--- src/rtl/gfx_mask_iter_if.sv ---
// Handshake bundle for the mask iterator: a mask-in stream and a lane-index-out stream.
// The iterator sits on the slave side; the producer/consumer sits on the master side.
interface gfx_mask_iter_if #(
  parameter int WIDTH = 8
);
  localparam int IW = $clog2(WIDTH);

  logic             in_valid;
  logic             in_ready;
  logic [WIDTH-1:0] in_mask;
  logic             out_valid;
  logic             out_ready;
  logic [IW-1:0]    out_index;
  logic             out_last;

  modport master (
    output in_valid, in_mask, out_ready,
    input  in_ready, out_valid, out_index, out_last
  );

  modport slave (
    input  in_valid, in_mask, out_ready,
    output in_ready, out_valid, out_index, out_last
  );
endinterface

--- src/rtl/gfx_mask_iter.sv ---
// Lane-mask iterator: accepts a WIDTH-bit mask and emits the index of each set bit,
// lowest first, one per handshake, flagging the final one with out_last.
module gfx_mask_iter #(
  parameter int WIDTH = 8
) (
  input  logic              clk,
  input  logic              rst_n,
  input  logic              flush,
  gfx_mask_iter_if.slave    bus
);
  localparam int IW = $clog2(WIDTH);

  typedef enum logic {
    IDLE = 1'b0,
    RUN  = 1'b1
  } state_t;

  state_t           state_r;
  state_t           state_s;
  logic [WIDTH-1:0] pend_r;
  logic [WIDTH-1:0] pend_s;
  logic [WIDTH-1:0] pend_drop_s;
  logic             run_s;
  logic             last_s;
  logic             accept_s;
  logic             out_hs_s;

  // Trailing-zero count; the MSB lane yields WIDTH-1, which always fits in IW bits.
  function automatic logic [IW-1:0] ctz(input logic [WIDTH-1:0] v);
    logic [IW-1:0] idx;
    idx = '0;
    for (int i = WIDTH - 1; i >= 0; i--) begin
      if (v[i]) begin
        idx = IW'(i);
      end
    end
    return idx;
  endfunction

  assign run_s       = (state_r == RUN);
  assign pend_drop_s = pend_r & (pend_r - WIDTH'(1));
  assign last_s      = run_s && (pend_r != '0) && (pend_drop_s == '0);
  assign out_hs_s    = run_s && bus.out_ready;
  assign accept_s    = bus.in_valid && bus.in_ready;

  assign bus.out_valid = run_s;
  assign bus.out_last  = last_s;
  assign bus.out_index = run_s ? ctz(pend_r) : '0;
  assign bus.in_ready  = !flush && (!run_s || (last_s && bus.out_ready));

  // State and pending-lane registers.
  always_ff @(posedge clk or negedge rst_n) begin
    if (!rst_n) begin
      state_r <= IDLE;
      pend_r  <= '0;
    end else begin
      state_r <= state_s;
      pend_r  <= pend_s;
    end
  end

  // Next-state logic: flush wins, then a new mask, then retiring the current lane.
  always_comb begin
    state_s = state_r;
    pend_s  = pend_r;
    if (flush) begin
      state_s = IDLE;
      pend_s  = '0;
    end else if (accept_s) begin
      // A zero mask is swallowed without ever entering RUN.
      if (bus.in_mask != '0) begin
        state_s = RUN;
        pend_s  = bus.in_mask;
      end else begin
        state_s = IDLE;
        pend_s  = '0;
      end
    end else begin
      case (state_r)
        RUN: begin
          if (out_hs_s && last_s) begin
            state_s = IDLE;
            pend_s  = '0;
          end else if (out_hs_s) begin
            state_s = RUN;
            pend_s  = pend_drop_s;
          end else begin
            state_s = RUN;
            pend_s  = pend_r;
          end
        end
        IDLE: begin
          state_s = IDLE;
          pend_s  = '0;
        end
        default: begin
          state_s = IDLE;
          pend_s  = '0;
        end
      endcase
    end
  end
endmodule

--- src/flat_wrapper.sv ---
// flat-port wrapper written by rule: the top's interface ports become plain ports
module gfx_mask_iter_flat 
#(
  parameter int WIDTH = 8
)
  (clk, rst_n, flush, bus_in_valid, bus_in_mask, bus_out_ready, bus_in_ready, bus_out_valid, bus_out_index, bus_out_last);
  gfx_mask_iter_if #(.WIDTH(WIDTH)) bus_i ();
  input  logic clk;
  input  logic rst_n;
  input  logic flush;
  input wire logic [$bits(bus_i.in_valid)-1:0] bus_in_valid;
  input wire logic [$bits(bus_i.in_mask)-1:0] bus_in_mask;
  input wire logic [$bits(bus_i.out_ready)-1:0] bus_out_ready;
  output wire logic [$bits(bus_i.in_ready)-1:0] bus_in_ready;
  output wire logic [$bits(bus_i.out_valid)-1:0] bus_out_valid;
  output wire logic [$bits(bus_i.out_index)-1:0] bus_out_index;
  output wire logic [$bits(bus_i.out_last)-1:0] bus_out_last;
  assign bus_i.in_valid = bus_in_valid;
  assign bus_i.in_mask = bus_in_mask;
  assign bus_i.out_ready = bus_out_ready;
  assign bus_in_ready = bus_i.in_ready;
  assign bus_out_valid = bus_i.out_valid;
  assign bus_out_index = bus_i.out_index;
  assign bus_out_last = bus_i.out_last;
  gfx_mask_iter #(.WIDTH(WIDTH)) u_core (.clk(clk), .rst_n(rst_n), .flush(flush), .bus(bus_i));
endmodule
--- config.mk ---
export PLATFORM = sky130hd
export DESIGN_NAME = gfx_mask_iter_flat
export DESIGN_NICKNAME = d
export VERILOG_FILES = /design/src/rtl/gfx_mask_iter_if.sv /design/src/rtl/gfx_mask_iter.sv /design/src/flat_wrapper.sv
export SDC_FILE = /design/constraint.sdc
export NUM_CORES = 1
export LEC_CHECK = 0
export BUFFER_PORTS_ARGS = -buffer_cell sky130_fd_sc_hd__buf_2
export CAP_MARGIN = 20
export CORE_AREA = 2 2 46 48
export CTS_CLUSTER_DIAMETER = 80
export DETAILED_ROUTE_END_ITERATION = 8
export DIE_AREA = 0 0 48 50
export SYNTH_ARGS = -nofsm -noshare
export SYNTH_HDL_FRONTEND = slang
export SYNTH_SLANG_ARGS = --single-unit
--- constraint.sdc ---
create_clock -name clk -period 2.13 [get_ports clk]
set_clock_uncertainty 0.2 [all_clocks]
set_input_delay 0.213 -clock clk [delete_from_list [all_inputs] [get_ports clk]]
set_output_delay 0.213 -clock clk [all_outputs]
set_load 0.02 [all_outputs]
==> flow_summary.toml, run 1 <==
[placed_design]
port_buffers = 18
place_congestion = 0.8890
pre_cts_ws_ns = 0.03338
dp_hpwl_mm = 1.656
placed_cell_area_sq_um = 943.4

[timing]
setup_slack_ns = -0.3173
finalMaxSlewViolations = 0
finalCritPeriodShare_pct = 114.9
worst_pin_slew_ns = 0.5302
rsz0062_at_grt = "yes"
setup_viol = 9
slew_headroom_pct = 63.74
timing.fmax_ghz = 0.4086
hold_slack_ns = 0.02348
min_period_ns = 2.447
hold_viol = 0

[setup_path]
crit_path_start_kind = "flip-flop"
cp.depth = 6
critPathRequiredTime_ns = 1.72
critPathMaxStageDelay_ns = 0.46
slowest_stage = "dfrtp_2"
criticalPathCategory = "reg -> out"
cp_top_family = "compound AO/OA/AOI/OAI gates"
cp_data_arrival_time_ns = 2.03
reg2reg_slack_ns = -0.06
r2r_start = "u_core.pend_r[2]"
cpMostUsedCell = "buf_4"
timing.rr.end = "u_core.pend_r[4]"
path_max_fanout = 6
worstSetupEndpointType = "output pin"
r2r_cells = 7
crit_chain = "buf_4 > a2111oi_4 > buf_4 > o41ai_4 > a311oi_2 > buf_4"
cp_num_buf_inv = 3

[cells_and_area]
drive_above_1_share_pct = 49.61
final_common_cell = "buf_4"
final_cell_mix = "buf_4 (26), buf_2 (16), nor2_1 (7), dlygate4sd3_1 (7), dfrtp_1 (7)"
diodes = 0
stdcell_area_sq_um = 1216
area.growth.synth_to_final_pct = 66.44
nets = 141

[cts]
clk_pin_slew_ns = 0.06
clk_latency_ns = 0.28
htreeDepth = 1
cts_sinks = 9
cts-root-buf = "clkbuf_4"
cts_buffer_depth = 2
tritoncts = "done"
numCtsBuffers = 3

[routing]
viasPerCell = 5.792
totalWireLength_mm = 2.762
vias = 892
wl_per_cell_microns = 17.94
route.detailed.drc = 0
drtIter0Drc = 42
drt_pass1_iterations = 4
drtAntennaViolNets = 0

[yosys]
synth_nets = 88
synth_flop_cell = "dfrtp_1"
ys_ff_latch = 9
yosys_warnings = 0
async_reset_ff_share_pct = 100.0
synth_area_sq_um = 730.7
synth-edff-count = 0
synth_cells = 75
yosysSeqAreaShare_pct = 30.82
synth_cell_type_count = 36
syn_area_per_cell_sq_um = 9.743

[grt]
grt_pass1_wl_mm = 4.291
antenna_found_initial = 0
grt_max_degree = 10
grt_pass1_vias = 896
overflow = 0
grt_usage_pct = 25.56

[power]
switchingPower_mw = 0.2491
swShare_pct = 37.26
p_leak_nw = 0.5550
p_comb_share_pct = 48.0
intPower_mw = 0.4194
finalPower_mw = 0.6685
ir_worst_vdd_uv = 301.6
pwr-share-seq_pct = 30.5
clkPwrFrac_pct = 21.5
power_density_nw_per_um2 = 549.6

[floorplan]
pin_count = 19
fp-row-count = 16
die_x_microns = 48
die-area_sq_um = 2400
core-area_sq_um = 1902
initial_core_util_pct = 38.42
die_y_microns = 50

[hold_path]
hold_path_class = "in -> reg"
hold_end = "u_core.pend_r[5]"
min_path_cells = 2
worstHoldStart = "bus_in_valid"

[outcome]
status = "finished, violations left"
violations = "negative setup slack"

[job]
drv_cap = 0
==> kinds of logic after synthesis <==
family / after synthesis / synth area share (%)
AND/OR/NAND/NOR: 23 / 18.32
XOR/XNOR: 1 / 1.199
AO/OA/AOI/OAI: 33 / 41.95
buffers and inverters: 9 / 7.705
flip-flops: 9 / 30.82
==> flip-flops by register name (all words and copies together) (netlist names) <==
| name | flops |
|---|---|
| u_core.pend_r | 8 |
| u_core.bus.out_valid | 1 |
==> metal layers <==
metal / track usage, % / vias to the layer above / routed length (microns)
met2: 37.78 / 39 / 1340
met5: 0 / - / 0
met4: 17.57 / 0 / 117
met1: 32.66 / 424 / 1174
met3: 3.663 / 14 / 130
li1: - / 415 / -
==> power by group through the flow <==
stage	logic [mW]	clock network (mW)	registers [mW]
after floorplan	0.137	0	0.199
after global placement	0.221	0	0.202
after detailed placement	0.224	0	0.202
after CTS	0.281	0.144	0.201
after global routing	0.340	0.155	0.204
final	0.321	0.143	0.204
==> area by class of cell <==
cell class | count | area [sq um]
tap | 27 | 33.78
clock buffer | 4 | 26.28
multi-input combinational | 57 | 530.5
fill | 154 | 685.7
sequential | 9 | 227.7
inverter | 5 | 18.77
timing repair buffer | 52 | 379.1
==> repair_timing <==
item | 4_1_cts | 5_1_grt
setup endpoints to repair | 3 | 11
resized for setup | 10 | 5
hold endpoints to repair | 15 | 0
hold buffers | 7 | 0
setup buffers | 7 | 4
pin swaps | 4 | 5
==> stage by stage <==
stage	util [%]	cells	TNS, ns
2_1_floorplan	-	75	0
3_3_place_gp	49.61	132	0
3_5_place_dp	49.61	132	0
4_1_cts	60.59	150	-0.7640
5_1_grt	63.95	154	-1.691
6_report	63.95	154	-1.021
==> how the worst max path moves through the flow <==
stage | startpoint | end
after floorplan | u_core.pend_r[0] | bus_out_last
after global placement | u_core.pend_r[1] | bus_in_ready
after detailed placement | u_core.pend_r[1] | u_core.pend_r[4]
after CTS | u_core.pend_r[2] | bus_in_ready
after global routing | u_core.pend_r[2] | bus_out_last
final | u_core.pend_r[2] | bus_in_ready
==> worst register-to-register path: cells and delay by family (launching register included) <==
family / cells / cell delay, ns
DFF: 1 / 0.46
buffers and inverters: 3 / 0.53
AOI/OAI and AO/OA: 4 / 0.95
==> cells in the mapped netlist, drive strengths merged, types with 2 or more instances <==
cell / n / area [sq um]
inv: 5 / 18.77
dfrtp: 9 / 225.2
nor4: 2 / 18.77
o21ai: 3 / 15.01
o21a: 2 / 15.01
or2b: 2 / 16.27
a21oi: 4 / 20.02
nor2: 7 / 26.28
nand2: 4 / 15.01
a2111oi: 3 / 38.79
buf: 4 / 37.53
a311oi: 4 / 41.29
a32o: 5 / 50.05
or4: 5 / 41.29
Power figures use the tool's default switching activity.
==> inputs of run 2 (changes only) <==
Settings changed: CTS_BUF_LIST set to sky130_fd_sc_hd__clkbuf_16, HOLD_SLACK_MARGIN set to 0.1.
==> flow_summary.toml, run 2 (synthesis results as in run 1) <==
[floorplan]
fp-row-count = 16
die_x_microns = 48
die-area_sq_um = 2400
pin_count = 19
die_y_microns = 50
initial_core_util_pct = 38.42
core-area_sq_um = 1902

[timing]
rsz0062_at_grt = "yes"
hold_viol = 0
finalCritPeriodShare_pct = 106.6
setup_viol = 9
tns_ns = -0.7497
finalMaxSlewViolations = 0
slew_headroom_pct = 51.86
min_period_ns = 2.271
worst_pin_slew_ns = 0.7039
setup_slack_ns = -0.1411
timing.fmax_ghz = 0.4403

[routing]
drtIter0Drc = 22
wl_per_cell_microns = 18.11
drtAntennaViolNets = 0
route.detailed.drc = 0
drt_pass1_iterations = 4
viasPerCell = 5.987
totalWireLength_mm = 2.752
vias = 910

[cells_and_area]
final_cell_mix = "buf_4 (23), buf_2 (15), dlygate4sd3_1 (8), nor2_1 (7)"
fillCellCount = 149
drive_above_1_share_pct = 48.80
final_common_cell = "buf_4"
nets = 139
top_register = "u_core.pend_r"
largest_reg_flops = 8
diodes = 0
area.growth.synth_to_final_pct = 71.40

[cts]
clk_pin_slew_ns = 0.04
htreeDepth = 1
numCtsBuffers = 3
cts_buffer_depth = 2
cts-root-buf = "clkbuf_16"
cts_sinks = 9
tritoncts = "done"
clk_latency_ns = 0.24

[hold_path]
min_path_cells = 3
worstHoldStart = "bus_in_mask[4]"
hold_path_class = "in -> reg"
hold_end = "u_core.pend_r[4]"

[setup_path]
crit_path_start_kind = "flip-flop"
r2r_cells = 7
criticalPathCategory = "reg -> out"
cp_data_arrival_time_ns = 1.86
timing.rr.end = "u_core.pend_r[0]"
critPathRequiredTime_ns = 1.72
worstSetupEndpointType = "output pin"
r2r_start = "u_core.pend_r[2]"
path_max_fanout = 4
reg2reg_slack_ns = -0.09

[grt]
grt_pass1_vias = 864
grt_max_degree = 10
grt_usage_pct = 25.12
grt_pass1_wl_mm = 4.236
overflow = 0
antenna_found_initial = 0

[job]
drv_cap = 0

[power]
power_density_nw_per_um2 = 674.6
finalPower_mw = 0.8449
ir_worst_vdd_uv = 611.8
p_leak_nw = 0.5674

[placed_design]
place_congestion = 0.8890
port_buffers = 18
dp_hpwl_mm = 1.656

[outcome]
status = "finished, violations left"
violations = "negative setup slack"
==> run 2: timing repair <==
action,in CTS,in global routing
hold endpoints to repair,16,0
pin swaps,3,7
setup buffers,6,2
gates resized for setup,10,5
hold buffers,8,0
setup endpoints to repair,3,11
==> run 2: final cells by class <==
| cell class | count | area (sq um) | area share [%] |
|---|---|---|---|
| Multi-Input combinational cell | 57 | 510.5 | 40.76 |
| Timing Repair Buffer | 50 | 381.6 | 30.47 |
| Sequential cell | 9 | 229.0 | 18.28 |
| Clock buffer | 3 | 75.07 | 5.994 |
| Tap cell | 27 | 33.78 | 2.697 |
| Inverter | 5 | 18.77 | 1.499 |
| Clock inverter | 1 | 3.754 | 0.2997 |
==> run 2: through the flow <==
step                      hold WS [ns]  utilization, %  cell area, sq um  setup WS, ns  instances
after floorplan                -0.2826               -             737.0       0.03753         75
after global placement         -0.1205           49.61             943.4       0.06116        132
after detailed placement       -0.1180           49.61             943.4       0.03338        132
after CTS                       0.1306           63.68              1211       -0.1406        150
after global routing            0.1440           65.86              1252       -0.1813        152
final                           0.1287           65.86              1252       -0.1411        152
==> run 2: worst max-delay path, cell delays in order (launching register included) <==
cell and delay (ns):
dfrtp_2 0.45, or4_4 0.57, o211ai_4 0.21, buf_6 0.13, a311oi_2 0.09, buf_4 0.18
==> run 2: how the worst max path moves through the flow <==
stage	start	endpoint	slack, ns	cells past startpoint
after floorplan	u_core.pend_r[0]	bus_out_last	0.04	4
after global placement	u_core.pend_r[1]	bus_in_ready	0.06	5
after detailed placement	u_core.pend_r[1]	u_core.pend_r[4]	0.03	6
after CTS	u_core.pend_r[2]	bus_in_ready	-0.14	5
after global routing	u_core.pend_r[0]	bus_in_ready	-0.18	5
final	u_core.pend_r[2]	bus_in_ready	-0.14	5
==> run 2: report_power, final <==
group | internal [mW] | total (mW) | switching [mW]
clock | 0.245 | 0.329 | 0.0841
sequential | 0.183 | 0.205 | 0.0214
combinational | 0.158 | 0.311 | 0.153
==> run 2: per-layer routing <==
metal  wire length, microns  global-route usage [%]
met5                      0                       0
met4                     66                   7.658
met3                    155                   5.128
met2                   1345                   37.78
met1                   1184                   35.28
==> inputs of run 3 (changes only) <==
Settings changed: RECOVER_POWER set to 25.
==> flow_summary.toml, run 3 (synthesis results as in run 1) <==
[cts]
cts_sinks = 9
htreeDepth = 1
clk_pin_slew_ns = 0.04
numCtsBuffers = 3
cts-root-buf = "clkbuf_16"
cts_buffer_depth = 2
clk_latency_ns = 0.24
tritoncts = "done"

[routing]
met3_length_microns = 149
route.detailed.drc = 0
drt_pass1_iterations = 4
wl_per_cell_microns = 18.11
drtIter0Drc = 22
totalWireLength_mm = 2.752
m1WireLength_mm = 1.191
met2_length_mm = 1.343
routed.top_layer = "met4"
vias = 907
viasPerCell = 5.967
drtAntennaViolNets = 0

[timing]
hold_viol = 0
setup_slack_ns = -0.1411
setup_viol = 9
worst_pin_slew_ns = 0.7039
rsz0062_at_grt = "yes"
hold_slack_ns = 0.1287
tns_ns = -0.7387
min_period_ns = 2.271
finalMaxSlewViolations = 0
finalCritPeriodShare_pct = 106.6
slew_headroom_pct = 51.86
timing.fmax_ghz = 0.4403

[floorplan]
pin_count = 19
initial_core_util_pct = 38.42
die_x_microns = 48
die-area_sq_um = 2400
fp-row-count = 16
die_y_microns = 50
core-area_sq_um = 1902

[cells_and_area]
final_common_cell = "buf_4"
drive_above_1_share_pct = 48.00
largest_reg_flops = 8
diodes = 0
top_register = "u_core.pend_r"
nets = 139
area.growth.synth_to_final_pct = 71.23
final_cell_mix = "buf_4 (23), buf_2 (14), dlygate4sd3_1 (8), nor2_1 (7)"

[placed_design]
dp_hpwl_mm = 1.656
place_congestion = 0.8890
port_buffers = 18

[grt]
grt_usage_pct = 25.12
antenna_found_initial = 0
grt_pass1_vias = 864
overflow = 0
grt_max_degree = 10
grt_pass1_wl_mm = 4.236

[setup_path]
critPathRequiredTime_ns = 1.72
path_max_fanout = 4
criticalPathCategory = "reg -> out"
cp_data_arrival_time_ns = 1.86
crit_path_start_kind = "flip-flop"
worstSetupEndpointType = "output pin"

[power]
ir_worst_vdd_uv = 611.7
power_density_nw_per_um2 = 674.9
p_leak_nw = 0.5646

[job]
drv_cap = 0

[outcome]
status = "finished, violations left"
violations = "negative setup slack"

[hold_path]
hold_path_class = "in -> reg"
-- run 3: cell count changes in the layout (fill, tap and decap cells not counted), sizes merged --
cell | before | now
buf | 42 | 41
clkbuf | 3 | 4
-- run 3: path summary, 6_finish.rpt --
check | cells past startpoint | slack (ns) | endpoint | start
setup / recovery | 5 | -0.14 | bus_in_ready | u_core.pend_r[2]
hold / removal | 3 | 0.13 | u_core.pend_r[4] | bus_in_mask[4]
setup reg to reg | 7 | -0.09 | u_core.pend_r[0] | u_core.pend_r[2]
hold reg to reg | 1 | 0.43 | u_core.pend_r[7] | u_core.pend_r[7]
max in group asynchronous | 2 | 1.07 | u_core.pend_r[0] | rst_n
min in group asynchronous | 2 | 0.27 | u_core.pend_r[6] | rst_n
-- run 3: timing repair --
action / in CTS / in global routing
gates cloned: 0 / 0
hold endpoints to repair: 16 / 0
setup endpoints to repair: 3 / 11
resized for setup: 10 / 5
pin swaps: 3 / 7
hold buffers: 8 / 0
buffers inserted: 6 / 2
-- run 3: area by class of cell --
cell class                      instances  area, sq um
Fill cell                             150        650.6
Multi-Input combinational cell         57        510.5
Timing Repair Buffer                   50        380.4
Sequential cell                         9        229.0
Clock buffer                            3        75.07
Tap cell                               27        33.78
Inverter                                5        18.77
Clock inverter                          1        3.754
-- run 3: power by group --
group	leakage (nW)	switching, mW	internal, mW	total, mW
combinational	0.406	0.153	0.157	0.310
clock	0.0423	0.0841	0.245	0.329
sequential	0.117	0.0214	0.183	0.204
-- run 3: worst max-delay path: stages (launching register included) --
cell and delay, ns:
dfrtp_2 0.45, or4_4 0.57, o211ai_4 0.21, buf_6 0.13
a311oi_2 0.09, buf_4 0.18
-- run 3: metal layers --
metal	vias up	GRT usage, %
met5	-	0
met2	34	37.78
li1	411	-
met3	9	5.128
met1	453	35.28
met4	0	7.658
-- run 3: per-stage QoR --
stage	utilization [%]	instance area, sq um	cells	power (mW)	setup WS [ns]
after CTS	63.68	1211	150	0.8163	-0.1406
after global routing	65.79	1251	152	0.8810	-0.1813
after floorplan	-	737.0	75	0.3352	0.03753
after detailed placement	49.61	943.4	132	0.4264	0.03338
final	65.79	1251	152	0.8444	-0.1411
after global placement	49.61	943.4	132	0.4233	0.06116
